**config.mk**
```make
export PLATFORM = sky130hd
export DESIGN_NAME = branch_redirect_ctrl
export DESIGN_NICKNAME = d
export VERILOG_FILES = /design/src/rtl/branch_redirect_ctrl.sv
export SDC_FILE = /design/constraint.sdc
export NUM_CORES = 1
export LEC_CHECK = 0
export ABC_AREA = 1
export CORE_ASPECT_RATIO = 0.9
export CORE_MARGIN = 2
export CORE_UTILIZATION = 44
export DETAILED_ROUTE_END_ITERATION = 10
export GPL_TIMING_DRIVEN = 0
export PLACE_DENSITY = 0.76
export SYNTH_ARGS = -nofsm -noshare
export SYNTH_HDL_FRONTEND = slang
export SYNTH_SLANG_ARGS = --single-unit
export TNS_END_PERCENT = 5
```
**constraint.sdc**
```tcl
create_clock -name i_clk -period 2.25 [get_ports i_clk]
set_clock_uncertainty 0.05 [all_clocks]
set_input_delay 0.225 -clock i_clk [delete_from_list [all_inputs] [get_ports i_clk]]
set_output_delay 0.225 -clock i_clk [all_outputs]
set_load 0.02 [all_outputs]
```
**src/rtl/branch_redirect_ctrl.sv**
```systemverilog
// branch_redirect_ctrl: sequences control-flow redirects for the RV32I hart.
// The boot redirect, taken-branch redirects and misaligned-target traps all go
// through one small FSM. Redirect/trap outputs are registered. The flushes are
// combinational, so the wrong-path slots die in the same cycle as the taken event.
module branch_redirect_ctrl #(
  parameter logic [31:0] RESET_ADDR = 32'h0000_0000,
  parameter int          CNT_W      = 32
) (
  input  logic             i_clk,
  input  logic             i_rst_n,
  input  logic             i_ex_valid,
  input  logic             i_ex_ctrl,
  input  logic [1:0]       i_ex_sel,
  input  logic [31:0]      i_ex_target,
  input  logic             i_redir_ready,
  input  logic             i_trap_ack,
  output logic             o_redir_valid,
  output logic [31:0]      o_redir_pc,
  output logic             o_flush_if_id,
  output logic             o_flush_id_ex,
  output logic             o_fetch_hold,
  output logic             o_trap,
  output logic [31:0]      o_trap_pc,
  output logic [CNT_W-1:0] o_ctrl_cnt,
  output logic [CNT_W-1:0] o_taken_cnt
);

  typedef enum logic [1:0] {
    BOOT  = 2'd0,
    IDLE  = 2'd1,
    REDIR = 2'd2,
    TRAP  = 2'd3
  } state_t;

  localparam logic [CNT_W-1:0] CNT_MAX = {CNT_W{1'b1}};
  localparam logic [CNT_W-1:0] CNT_ONE = {{(CNT_W-1){1'b0}}, 1'b1};

  state_t      state_reg;
  logic        redir_valid_reg;
  logic        fetch_hold_reg;
  logic        trap_reg;
  logic [31:0] redir_pc_reg;
  logic [31:0] trap_pc_reg;
  logic        flush;

  logic ctrl_ev;
  logic taken_ev;
  logic aligned;
  logic in_idle;

  assign ctrl_ev  = i_ex_valid & i_ex_ctrl;
  assign taken_ev = ctrl_ev & (i_ex_sel != 2'b11);
  assign aligned  = (i_ex_target[1:0] == 2'b00);
  assign in_idle  = (state_reg == IDLE);

  // Flush wrong-path slots: on a taken event in IDLE, and for the whole
  // time a redirect or trap is outstanding.
  always_comb begin
    flush = 1'b0;
    case (state_reg)
      IDLE:        flush = taken_ev;
      REDIR, TRAP: flush = 1'b1;
      default:     flush = 1'b0;
    endcase
  end

  // Redirect/trap FSM. The outputs are registered alongside the state.
  always_ff @(posedge i_clk) begin
    if (!i_rst_n) begin
      state_reg       <= BOOT;
      redir_valid_reg <= 1'b1;
      fetch_hold_reg  <= 1'b1;
      trap_reg        <= 1'b0;
      redir_pc_reg    <= RESET_ADDR;
      trap_pc_reg     <= 32'h0000_0000;
    end else begin
      case (state_reg)
        BOOT: begin
          if (i_redir_ready) begin
            state_reg       <= IDLE;
            redir_valid_reg <= 1'b0;
            fetch_hold_reg  <= 1'b0;
          end
        end
        IDLE: begin
          if (taken_ev) begin
            fetch_hold_reg <= 1'b1;
            if (aligned) begin
              state_reg       <= REDIR;
              redir_pc_reg    <= i_ex_target;
              redir_valid_reg <= 1'b1;
            end else begin
              state_reg   <= TRAP;
              trap_pc_reg <= i_ex_target;
              trap_reg    <= 1'b1;
            end
          end
        end
        REDIR: begin
          if (i_redir_ready) begin
            state_reg       <= IDLE;
            redir_valid_reg <= 1'b0;
            fetch_hold_reg  <= 1'b0;
          end
        end
        TRAP: begin
          if (i_trap_ack) begin
            state_reg      <= IDLE;
            trap_reg       <= 1'b0;
            fetch_hold_reg <= 1'b0;
          end
        end
        default: begin
          state_reg       <= IDLE;
          redir_valid_reg <= 1'b0;
          fetch_hold_reg  <= 1'b0;
          trap_reg        <= 1'b0;
        end
      endcase
    end
  end

  // Statistics counters: [0] control-flow, [1] taken. They count only in IDLE,
  // so wrong-path events are excluded. They saturate at all-ones.
  logic [CNT_W-1:0] cnt_reg [2];
  logic [1:0]       cnt_inc;

  assign cnt_inc = {in_idle & taken_ev, in_idle & ctrl_ev};

  generate
    for (genvar gi = 0; gi < 2; gi++) begin : g_cnt
      // Saturating increment of one statistics counter.
      always_ff @(posedge i_clk) begin
        if (!i_rst_n) begin
          cnt_reg[gi] <= '0;
        end else if (cnt_inc[gi] && (cnt_reg[gi] != CNT_MAX)) begin
          cnt_reg[gi] <= cnt_reg[gi] + CNT_ONE;
        end
      end
    end
  endgenerate

  assign o_redir_valid = redir_valid_reg;
  assign o_redir_pc    = redir_pc_reg;
  assign o_flush_if_id = flush;
  assign o_flush_id_ex = flush;
  assign o_fetch_hold  = fetch_hold_reg;
  assign o_trap        = trap_reg;
  assign o_trap_pc     = trap_pc_reg;
  assign o_ctrl_cnt    = cnt_reg[0];
  assign o_taken_cnt   = cnt_reg[1];

endmodule
```
==> results.json <==
{
  "yosys-top-cells-area": "edfxtp_1 29%, dfxtp_1 21%, nand2_1 12%",
  "yosys.area.top_type_share": 0.292,
  "ys_seq_elements": 133,
  "drive_gt1_frac": 0.0709,
  "min_path_cells": 3,
  "areaGrowthSynthToFinish_pct": 39.1,
  "dr.pass1.iters": 5,
  "max_slew_margin": 0.529,
  "end_kind": "output pin",
  "routed_wl_microns": 18700,
  "vias": 6253,
  "routabilityCongestion": 0.865,
  "rows": 42,
  "cellLeakagePower_nw": 3.30,
  "cts-root-buf": "clkbuf_16",
  "routed_via_density": 4.98,
  "syn_nets": 895,
  "gr-total-overflow": 0,
  "status": "completed",
  "maxSlewViolCount": 0,
  "cp-start-kind": "primary input",
  "yosys_warnings": 0,
  "core_sq_um": 14700,
  "die_y_microns": 120,
  "ant_nets": 0,
  "setup_viol": 0,
  "cts_made_buffers": 17,
  "crit_arrival_ns": 1.82,
  "nets": 1087,
  "grt_max_degree": 33,
  "fin_crit_sh": 0.932,
  "synth_area_sq_um": 6590,
  "largest_register_ff_count": 64,
  "fmax_mhz": 477,
  "hold_class": "primary input to flip-flop",
  "pin_count": 173,
  "insertion_delay_ns": 0.41,
  "syn_inst": 853,
  "antenna_found_initial": 0,
  "grt_util_all_layers": 0.235,
  "powerDensity_nw_per_um2": 651,
  "ff2ff_path_depth": 8,
  "grt_pass1_vias": 5925,
  "hpwl_microns": 13600,
  "cts.path.max_buffers": 2,
  "io_buffers": 172,
  "tightest_slew_ns": 0.707,
  "initial_utilization": 0.449,
  "post_drt_wl_per_cell_microns": 14.9,
  "synthXorXnorAreaFrac": 0.0385,
  "worstPathRequired_ns": 1.98,
  "ys_types": 31,
  "drv_cap": 0,
  "grt_pass1_wl_microns": 29400,
  "ir_drop_v": 0.000495,
  "muxShareOfSynthArea": 0,
  "fin_crit_ns": 2.10,
  "synth-simple-area-share": 0.332,
  "drc": 0,
  "synth_adder_area_share": 0.00380,
  "hold_viol_final": 0,
  "dp_slack_ns": -0.821,
  "clk_pin_slew_worst_paths_ns": 0.06,
  "drtIter0Drc": 361,
  "critPathMaxFanout": 3,
  "synth_top_family_by_area": "simple AND/OR/NAND/NOR gates",
  "synth_area_per_cell_sq_um": 7.72,
  "cts.sinks": 133,
  "final_core_util": 0.625,
  "yosysSeqAreaShare": 0.501,
  "die_x_microns": 133,
  "worst_slack_ns": 0.153,
  "hold_buffers": 0,
  "h-tree-depth": 4,
  "yosysTopAreaCell": "edfxtp_1",
  "cts_tree": "yes",
  "critPathKind": "primary input to output pin",
  "synth_compound_area_frac": 0.0657,
  "n_antenna_cell": 0,
  "floorplan.die_area_sq_um": 16000,
  "rsz0062_at_grt": "no"
}
==> where the power goes <==
group / switching (W) / internal [W]
registers: 0.0000954 / 0.00262
logic: 0.000334 / 0.000274
clock network: 0.00106 / 0.00157
==> per-layer routing <==
metal | track usage | routed length [microns]
met1 | 0.290 | 8040
met4 | 0.0746 | 270
met2 | 0.369 | 8420
met5 | 0 | 0
met3 | 0.105 | 1960
==> cells in the final DEF, fill, tap and decap left out, drive strengths merged <==
cell type	instances
nand3	59
xnor2	14
dfxtp	69
a21oi	51
inv	55
edfxtp	64
nand2	223
and2	5
clkinvlp	1
and3	1
nor3	1
xor2	15
ha	2
clkbuf	34
o21ai	34
buf	19
or2	3
o21bai	1
nand4	6
nor2	206
clkinv	9
clkdlybuf4s50	171
nand3b	14
dlymetal6s2s	1
==> worst max-delay path, stage by stage <==
cell and delay, ns:
clkdlybuf4s50_1 0.50, nand3_2 0.16, nor2_4 0.14, inv_1 0.07
nand2_1 0.11, clkdlybuf4s50_1 0.62
==> area by class of cell <==
type                            count  area [sq um]
Tap cell                          198           248
Clock inverter                      9          66.3
Fill cell                        1295          5500
Buffer                             29           178
Sequential cell                   133          3300
Inverter                           56           211
Clock buffer                       23           500
Multi-Input combinational cell    635          2930
Timing Repair Buffer              173          1730
==> worst paths after layout <==
kind	from	to	slack, ns
hold / removal	i_ex_target[1]	o_trap_pc[1]$_SDFFE_PN0P_	0.35
setup / recovery	i_ex_valid	o_flush_id_ex	0.15
hold reg to reg	o_redir_pc[0]$_SDFFE_PN0P_	o_redir_pc[0]$_SDFFE_PN0P_	0.38
setup reg to reg	cnt_reg[0][0]$_SDFFCE_PN0P_	cnt_reg[0][16]$_SDFFCE_PN0P_	0.17
==> synth_stat cells, drive strengths merged <==
| cell type | n |
|---|---|
| and2 | 5 |
| a21oi | 51 |
| xor2 | 15 |
| buf | 18 |
| xnor2 | 14 |
| edfxtp | 64 |
| nand2 | 223 |
| nor2 | 206 |
| clkbuf | 11 |
| or2 | 3 |
| ha | 2 |
| nor3 | 1 |
| dfxtp | 69 |
| and3 | 1 |
| inv | 54 |
| nand3b | 14 |
| o21ai | 34 |
| nand3 | 59 |
| nand4 | 6 |
| clkinv | 2 |
| o21bai | 1 |
==> kinds of logic (layout without fill, tap and decap cells) <==
family / Yosys count / after routing
AND/OR/NAND/NOR: 518 / 518
flip-flops: 133 / 133
AO/OA/AOI/OAI: 86 / 86
buffers and inverters: 85 / 290
XOR/XNOR: 29 / 29
adder cells (fa/ha/maj): 2 / 2
==> timing repair <==
| item | 4_1_cts | 5_1_grt |
|---|---|---|
| pin swaps | 1 | 0 |
| gates cloned | 0 | 0 |
| resized for setup | 4 | 2 |
| endpoints found under the setup margin | 66 | 33 |
| buffers inserted | 1 | 0 |
==> per-stage QoR <==
step	std cells	instance area [sq um]	hold WS (ns)	power (W)	setup TNS (ns)
2_1_floorplan	853	6590	0.323	0.00305	-3.41
3_3_place_gp	1223	8560	0.373	0.00336	-39.39
3_5_place_dp	1223	8560	0.377	0.00337	-41.04
4_1_cts	1256	9150	0.334	0.00600	0
5_1_grt	1256	9160	0.349	0.00616	0
6_report	1256	9160	0.347	0.00596	0
(Power assumes the default switching activity.)
